==> src/rtl/decoder_onehot_seq_pkg.sv <==
// Shared types and helpers for the one-hot decoder / sweep sequencer family.
package decoder_pkg;

  localparam logic [0:0] ST_IDLE   = 1'b0;
  localparam logic [0:0] ST_ACTIVE = 1'b1;

  typedef enum logic [1:0] {
    LOAD       = 2'b00,
    SWEEP_UP   = 2'b01,
    SWEEP_DOWN = 2'b10,
    HOLD       = 2'b11
  } mode_t;

  typedef enum logic [0:0] {
    IDLE   = ST_IDLE,
    ACTIVE = ST_ACTIVE
  } dec_state_t;

  localparam int ONEHOT_MAX = 256;

  // Returns all-zero for an out-of-range code so callers never see multi-hot.
  function automatic logic [ONEHOT_MAX-1:0] onehot(input logic [31:0] code,
                                                   input logic [31:0] width);
    onehot = '0;
    if (code < width) onehot = ONEHOT_MAX'(1) << code;
  endfunction

endpackage

==> src/rtl/decoder_onehot_seq_tick_div.sv <==
// Free-running prescaler: tick marks the cycle where count equals div.
module tick_div #(
  parameter int DIV_W = 8
) (
  input  logic             clk,
  input  logic             rst,
  input  logic             clr,
  input  logic             en,
  input  logic [DIV_W-1:0] div,
  output logic             tick,
  output logic [DIV_W-1:0] count
);

  // A count already above a freshly lowered div runs to its maximum and wraps.
  always_ff @(posedge clk) begin
    if (rst) begin
      count <= '0;
    end else if (clr) begin
      count <= '0;
    end else if (en) begin
      if (count == div) count <= '0;
      else              count <= count + 1'b1;
    end
  end

  assign tick = ~rst & ~clr & en & (count == div);

endmodule

==> src/rtl/decoder_onehot_seq.sv <==
// Registered binary-to-one-hot decoder with a LOAD handshake and up/down sweep.
module decoder_onehot_seq
  import decoder_pkg::*;
#(
  parameter int SEL_W = 4,
  parameter int OUT_W = 2**SEL_W,
  parameter int DIV_W = 8
) (
  input  logic             clk,
  input  logic             rst,
  input  logic             clr,
  input  logic             en,
  input  logic [1:0]       mode,
  input  logic [SEL_W-1:0] sel_in,
  input  logic             sel_valid,
  output logic             sel_ready,
  input  logic [DIV_W-1:0] div,
  output logic [OUT_W-1:0] q,
  output logic [SEL_W-1:0] sel_q,
  output logic             wrap,
  output logic             err,
  output dec_state_t       fsm_state,
  output logic [DIV_W-1:0] pre_count
);

  localparam logic [SEL_W-1:0] SEL_LAST = SEL_W'(OUT_W - 1);

  // Handshake: sel_in is consumed on any edge where sel_valid & sel_ready.
  mode_t            m;
  dec_state_t       state;
  logic [1:0]       mode_prev;
  logic             xfer;
  logic             sweep_run;
  logic             mode_chg;
  logic             div_clr;
  logic             tick;
  logic             sel_in_ok;
  logic [SEL_W-1:0] sel_entry;
  logic [SEL_W-1:0] sel_step;
  logic             wrap_now;
  logic [OUT_W-1:0] oh_load;
  logic [OUT_W-1:0] oh_entry;
  logic [OUT_W-1:0] oh_step;

  assign m         = mode_t'(mode);
  assign sel_ready = en & ~clr & ~rst & (m == LOAD);
  assign xfer      = sel_valid & sel_ready;
  assign mode_chg  = (mode != mode_prev);
  assign sweep_run = ((m == SWEEP_UP) || (m == SWEEP_DOWN)) && (state == ACTIVE);
  assign div_clr   = clr | (en & (mode_chg | ~sweep_run));

  assign sel_in_ok = 32'(sel_in) < 32'(OUT_W);
  assign sel_entry = (32'(sel_q) < 32'(OUT_W)) ? sel_q : '0;

  // Step arithmetic is modulo OUT_W, not modulo 2**SEL_W.
  always_comb begin
    sel_step = sel_q;
    wrap_now = 1'b0;
    if (m == SWEEP_DOWN) begin
      if (sel_q == '0) begin
        sel_step = SEL_LAST;
        wrap_now = 1'b1;
      end else begin
        sel_step = sel_q - 1'b1;
      end
    end else begin
      if (sel_q == SEL_LAST) begin
        sel_step = '0;
        wrap_now = 1'b1;
      end else begin
        sel_step = sel_q + 1'b1;
      end
    end
  end

  assign oh_load  = OUT_W'(onehot(32'(sel_in),   32'(OUT_W)));
  assign oh_entry = OUT_W'(onehot(32'(sel_entry), 32'(OUT_W)));
  assign oh_step  = OUT_W'(onehot(32'(sel_step),  32'(OUT_W)));

  tick_div #(.DIV_W(DIV_W)) u_tick (
    .clk   (clk),
    .rst   (rst),
    .clr   (div_clr),
    .en    (en),
    .div   (div),
    .tick  (tick),
    .count (pre_count)
  );

  always_ff @(posedge clk) begin
    if (rst) begin
      state     <= IDLE;
      q         <= '0;
      sel_q     <= '0;
      wrap      <= 1'b0;
      err       <= 1'b0;
      mode_prev <= LOAD;
    end else if (clr) begin
      state     <= IDLE;
      q         <= '0;
      sel_q     <= '0;
      wrap      <= 1'b0;
      mode_prev <= LOAD;
    end else if (en) begin
      wrap      <= 1'b0;
      mode_prev <= mode;
      case (m)
        LOAD: begin
          if (xfer) begin
            sel_q <= sel_in;
            if (sel_in_ok) begin
              q     <= oh_load;
              state <= ACTIVE;
              err   <= 1'b0;
            end else begin
              q     <= '0;
              state <= IDLE;
              err   <= 1'b1;
            end
          end
        end
        SWEEP_UP, SWEEP_DOWN: begin
          if (state == IDLE) begin
            sel_q <= sel_entry;
            q     <= oh_entry;
            state <= ACTIVE;
          end else if (tick) begin
            sel_q <= sel_step;
            q     <= oh_step;
            wrap  <= wrap_now;
          end
        end
        HOLD: begin
        end
      endcase
    end else begin
      wrap <= 1'b0;
    end
  end

  assign fsm_state = state;

endmodule

==> config.mk <==
export PLATFORM = sky130hd
export DESIGN_NAME = decoder_onehot_seq
export DESIGN_NICKNAME = d
export VERILOG_FILES = /design/src/rtl/decoder_onehot_seq_pkg.sv /design/src/rtl/decoder_onehot_seq_tick_div.sv /design/src/rtl/decoder_onehot_seq.sv
export SDC_FILE = /design/constraint.sdc
export NUM_CORES = 1
export LEC_CHECK = 0
export BUFFER_PORTS_ARGS = -buffer_cell sky130_fd_sc_hd__buf_2
export CAP_MARGIN = 20
export CORE_UTILIZATION = 48
export CTS_CLUSTER_DIAMETER = 30
export CTS_CLUSTER_SIZE = 10
export DETAILED_ROUTE_END_ITERATION = 12
export MAX_ROUTING_LAYER = met4
export PLACE_DENSITY = 0.83
export SLEW_MARGIN = 20
export SYNTH_ARGS = -nofsm -noshare
export SYNTH_HDL_FRONTEND = slang
export SYNTH_SLANG_ARGS = --single-unit
export TNS_END_PERCENT = 5
==> constraint.sdc <==
create_clock -name clk -period 2.5 [get_ports clk]
set_input_delay 0.5 -clock clk [delete_from_list [all_inputs] [get_ports clk]]
set_output_delay 0.5 -clock clk [all_outputs]
set_load 0.02 [all_outputs]
Yosys cells after proc, flatten, opt, wreduce, memory -nomap -nowiden
Cells that the tools add are included.
{"block": "op_classes", "n_shift": 3, "bitwise_logic": 18, "n_eq_ne": 9, "addsub": 3, "n_reduce_logical": 12, "n_mux": 17}
{"operator": "two-way mux 16 bit", "n": 3}
{"operator": "<< shifter 1 x 4 -> 16 bit (first input constant)", "n": 3}
{"operator": "one-hot mux 16 bit (2 select lines)", "n": 1}
{"operator": "two-way mux 4 bit", "n": 6}
{"operator": "adder 8 x 1 -> 8 bit (second input constant)", "n": 1}
{"operator": "AND 1 bit", "n": 8}
{"operator": "equality test 8 bit", "n": 1}
{"operator": "two-way mux 8 bit", "n": 1}
{"operator": "inverter 1 bit", "n": 8}
{"operator": "one-hot mux 4 bit (2 select lines)", "n": 1}
{"operator": "inequality test 2 bit (second input constant)", "n": 3}
{"operator": "OR reduction 2 bit", "n": 3}
{"operator": "OR reduction 6 bit", "n": 1}
{"operator": "AND reduction 5 bit", "n": 1}
{"operator": "adder 4 x 1 -> 4 bit (second input constant)", "n": 1}
{"operator": "equality test 4 bit (second input constant)", "n": 1}
{"operator": "zero test 4 bit", "n": 1}
{"operator": "two-way mux 1 bit", "n": 4}
{"operator": "AND reduction 4 bit", "n": 1}
{"operator": "subtractor 4 x 1 -> 4 bit (second input constant)", "n": 1}
{"operator": "inequality test 3 bit (second input constant)", "n": 1}
{"operator": "AND reduction 3 bit", "n": 1}
{"operator": "equality test 2 x 1 -> 1 bit (second input constant)", "n": 1}
{"operator": "equality test 2 bit (second input constant)", "n": 1}
{"operator": "7 further kinds", "n": 8}
{"block": "word_totals", "output_inout_bits": 32, "input_bits": 19, "regBits": 32}

Logic depth before layout (Yosys ltp)
{"block": "logic_depth", "ltp_word": 14, "ltp_mapped": 9, "ltp_nobuf": 7}

Hierarchy
Synthesis repeated with hierarchy kept, for this count alone.
{"block": "hier_totals", "hier_cells": 200, "area_unflattened_um2": 1800.5}
{"mod": "decoder_onehot_seq", "cells_each": 150, "area_each_um2": 1360.1, "seq_area_each_um2": 480.5, "instances": 1}
{"mod": "tick_div", "cells_each": 50, "area_each_um2": 440.4, "seq_area_each_um2": 160.2, "instances": 1}

Least setup slack after synthesis
No wires, ideal clock.
{"block": "synth_path", "path_type": "input-to-reg", "from": "input port mode[0]", "to": "register sel_q[0]", "path_slack_ns": 0.290, "arrival_time_ns": 2.091, "setup_ns": 0.119, "cell_stages": 8, "n_path_buf": 2, "path_cell_list": "inv_1 > ha_1 > buf_2 > nor2b_1 > o21ai_0 > buf_2 > a21oi_1 > o221a_2"}
{"block": "synth_between", "elab_chain_len": 13}
{"item": "start, declared", "line": "decoder_onehot_seq.sv:13", "text": "input logic [1:0] mode,"}
{"item": "equality test 2 x 1 -> 1 bit / equality test 2 bit (equally long branches)", "line": "decoder_onehot_seq.sv:49, decoder_onehot_seq.sv:107, decoder_onehot_seq.sv:59"}
{"item": "logical OR 1 bit", "line": "decoder_onehot_seq.sv:49", "text": "assign sweep_run = ((m == SWEEP_UP) || (m == SWEEP_DOWN)) && (state == ACTIVE);"}
{"item": "logical AND 1 bit", "line": "decoder_onehot_seq.sv:49"}
{"item": "inverter 1 bit", "line": "decoder_onehot_seq.sv:50", "text": "assign div_clr = clr | (en & (mode_chg | ~sweep_run));"}
{"item": "bitwise OR 1 bit", "line": "decoder_onehot_seq.sv:50"}
{"item": "AND 1 bit", "line": "decoder_onehot_seq.sv:50"}
{"item": "bitwise OR 1 bit", "line": "decoder_onehot_seq.sv:50"}
{"item": "inverter 1 bit", "line": "decoder_onehot_seq_tick_div.sv:26", "text": "assign tick = ~rst & ~clr & en & (count == div);"}
{"item": "AND 1 bit (3 in a row)", "line": "decoder_onehot_seq_tick_div.sv:26"}
{"item": "inequality test 2 bit (no line)"}
{"item": "AND reduction 5 bit (no line)"}
{"item": "end signal, assigned", "line": "decoder_onehot_seq.sv:110", "text": "sel_q <= sel_in;"}
{"item": "end signal, assigned", "line": "decoder_onehot_seq.sv:124", "text": "sel_q <= sel_entry;"}
{"item": "end signal, assigned", "line": "decoder_onehot_seq.sv:128", "text": "sel_q <= sel_step;"}
{"item": "end, declared", "line": "decoder_onehot_seq.sv:19", "text": "output logic [SEL_W-1:0] sel_q,"}
Parallel ways exist; a longest one is shown, timed or not. The select of a mux whose other input is x is not followed.
A chain may end at the register's enable or synchronous reset.

Final worst setup path
{"block": "layout_path", "from": "register sel_q[0]", "to": "register q[1]"}
{"block": "layout_between", "elab_chain_len": 7}
{"item": "adder 4 x 1 -> 4 bit (tied with other cells)", "line": "decoder_onehot_seq.sv:71", "text": "sel_step = sel_q + 1'b1;"}
{"item": "two-way mux 4 bit, on equally long branches", "line": "decoder_onehot_seq.sv:67, decoder_onehot_seq.sv:60"}
{"item": "two-way mux 4 bit", "line": "decoder_onehot_seq.sv:59", "text": "if (m == SWEEP_DOWN) begin"}
{"item": "<< shifter 1 x 4 -> 16 bit", "line": "decoder_onehot_seq_pkg.sv:25", "text": "if (code < width) onehot = ONEHOT_MAX'(1) << code;"}
{"item": "two-way mux 16 bit", "line": "decoder_onehot_seq.sv:127", "text": "end else if (tick) begin"}
{"item": "two-way mux 16 bit *", "line": "decoder_onehot_seq.sv:123", "text": "if (state == IDLE) begin"}
{"item": "one-hot mux 16 bit (2 select lines) *", "line": "decoder_onehot_seq.sv:107", "text": "case (m)"}
{"item": "end signal, assigned", "line": "decoder_onehot_seq.sv:112", "text": "q <= oh_load;"}
{"item": "end signal, assigned", "line": "decoder_onehot_seq.sv:125", "text": "q <= oh_entry;"}
{"item": "end signal, assigned", "line": "decoder_onehot_seq.sv:129", "text": "q <= oh_step;"}
{"item": "end, declared", "line": "decoder_onehot_seq.sv:18", "text": "output logic [OUT_W-1:0] q,"}
Every way passes the cells marked *; elsewhere a longest branch is shown, timed or not. The select of a mux whose other input is x is not followed.

==> metrics.yaml <==
status: "finished, final reports clean"
antenna_found_initial: 0
r2r_cells: 7
drv_slew: 0
hold_violations: 0
cp_slowest_stage_delay_ns: 0.50
drc: 0
fill_cells: 318
postRouteAntennaNets: 0
cp-start-kind: "flop"
leakage_nw: 0.9626
end_kind: "flop"
final_common_cell: "buf_2"
wirelength_um: 4330
hold_ws_ns: 0.4668
critical_path.reg2reg.startpoint: "sel_q[0]"
die_width_um: 63.76
drt_iter0_markers: 90
tightest_slew_ns: 0.4925
first_pass_iters: 4
grt_usage_pct: 23.39
holdCritStartpoint: "q[8]"
cts_tree: "done"
p_per_area_nw_per_um2: 506.2
first_global_vias: 1669
postCtsSetupRepairBufs: 0
clk_pin_slew_ns: 0.07
async_flop_share_pct: 0
synth_ff_type: "dfxtp_1"
fin_setup_tns_ns: 0
syn_nets: 213
synthCells: 189
port_buffers: 49
dieHeight_um: 63.76
ios: 51
start_util_pct: 50.00
setup.worst_path.class: "flop to flop"
routedWlPerCell_um: 14.83
syn-cell-area_sq_um: 1831
report.final.setup_viol: 0
max-vdd-ir-drop_uv: 487.2
die-area_sq_um: 4065
whs_path_depth: 1
final_nets: 267
antenna_cells: 0
drv_cap: 0
yosysTopAreaCellShare_pct: 35.00
cp_max_fo: 9
synth_cell_type_count: 51
slew_headroom_pct: 66.94
rr_endpoint: "q[1]"
ys_seq_area_share_pct: 35.00
synth_area_leaders: "dfxtp_1, a32o_1, xor2_1"
grt_overflow_total: 0
post_route_cells_drive_above_1_share_pct: 33.20
hold_path_end: "q[8]"
cts_hold_buf: 0
rsz0062_at_grt: "no"
core_sq_um: 3661
hp-class: "flop to flop"
yosys_warnings: 0
layout_common_cells: "buf_2, dfxtp_1, nor2_1"
syn_avg_cell_area_sq_um: 9.685
h-tree-depth: 2
synth_seq_cells: 32
place.gp.congestion: 0.9358
grt_pass1_wl_um: 7203
required_ns: 2.73
synth_top_area_cell: "dfxtp_1"
cts_buffer_depth: 2
synth_enable_flop_cells: 0
postCtsResizedCells: 0
via_per_inst: 5.777
clock_latency_ns: 0.29
row_count: 22
slowest_stage: "dfxtp_1"
fin_crit_ns: 2.243
dp_hpwl_um: 3346
cts_buffers: 5
cts_root_buf: "clkbuf_8"
worst_ep_arrival_time_ns: 2.48
post-route-period-util_pct: 89.74
via_count: 1687
grt_max_degree: 17
r2r_slack_ns: 0.26
cts.sinks: 32
fmax_mhz: 445.7
syn2layout_area_growth_pct: 22.28
clock-skew-final_ns: 0.004990
crit_chain: "inv_2, ha_1, mux2i_1, nor4_1, or3_4, nor4_4, a32o_1"
==> kinds of logic after synthesis <==
kind of cell	Yosys count	synth area share, %
buf+inv	19	4.853
xor+xnor	18	8.612
fa+ha+maj	5	3.418
other cells	1	0.2049
compound gates	47	23.10
flops	32	35.00
mux	5	2.734
simple gates	62	22.08
==> flip-flops by register name (all words and copies together) (netlist names) <==
name / count
sel_q: 4
mode_prev: 2
wrap: 1
q: 16
u_tick.count: 8
fsm_state: 1
==> worst max-delay path by stage <==
stage               startpoint        to  slack, ns  cells past startpoint
global placement       mode[0]  sel_q[2]       0.14                      8
global route           mode[0]  sel_q[0]       0.13                      8
detailed placement     mode[0]  sel_q[2]       0.05                      8
floorplan              mode[0]  sel_q[0]       0.29                      8
finish                sel_q[0]      q[1]       0.26                      7
CTS                   sel_q[0]      q[1]       0.27                      7
==> worst max-delay path: cells and delay by family (launching register included) <==
family	cells	cell delay, ns
AOI/OAI and AO/OA	1	0.22
adders and majority gates	1	0.26
buffers and inverters	1	0.10
DFF	1	0.50
muxes	1	0.32
and+or+nand+nor	3	0.78
==> metal layers <==
layer	GRT usage, %	share of wire, %	vias up
met2	40.56	50	70
met1	26.27	42	796
met5	-	0	-
met3	4.464	6.0	9
met4	9.375	1.6	0
li1	-	-	812
==> power by group <==
| part | internal (mW) | total [mW] | switching (mW) |
|---|---|---|---|
| combinational | 0.0719 | 0.188 | 0.116 |
| sequential | 0.515 | 0.523 | 0.00794 |
| clock | 0.223 | 0.422 | 0.200 |
| total | 0.810 | 1.13 | 0.323 |
==> stage by stage <==
stage          total power [mW]  cells  area [sq um]  util [%]  setup WS (ns)
2_1_floorplan            0.6624    189          1831         -         0.2904
3_3_place_gp             0.7156    284          2141     58.48         0.1370
3_5_place_dp             0.7198    284          2141     58.48        0.04905
4_1_cts                   1.142    292          2238     61.14         0.2706
5_1_grt                   1.182    292          2238     61.14         0.1314
6_report                  1.133    292          2238     61.14         0.2566
==> layout make-up <==
cell class | count | area [sq um] | area share, %
multi-input combinational | 138 | 1101 | 49.19
sequential | 32 | 640.6 | 28.62
timing repair buffer | 57 | 305.3 | 13.64
clock buffer | 6 | 82.58 | 3.689
tap | 48 | 60.06 | 2.683
inverter | 9 | 33.78 | 1.509
clock inverter | 2 | 15.01 | 0.6708
==> Yosys cell counts, types with 2 or more instances <==
cell type,instances
ha_1,5
a211oi_1,3
a32o_1,15
buf_2,5
xor2_1,16
nand2_1,9
dfxtp_1,32
nor3_1,2
a21oi_1,7
nand4_1,5
mux2i_1,5
nor2_1,19
xnor2_1,2
nor4_4,5
and3_1,4
inv_1,8
clkbuf_1,2
or3_1,2
o21ai_0,3
nor2b_1,3
a31oi_1,3
nand3_1,3
nor4_1,3
No activity file was read; power rests on OpenSTA's default activity.
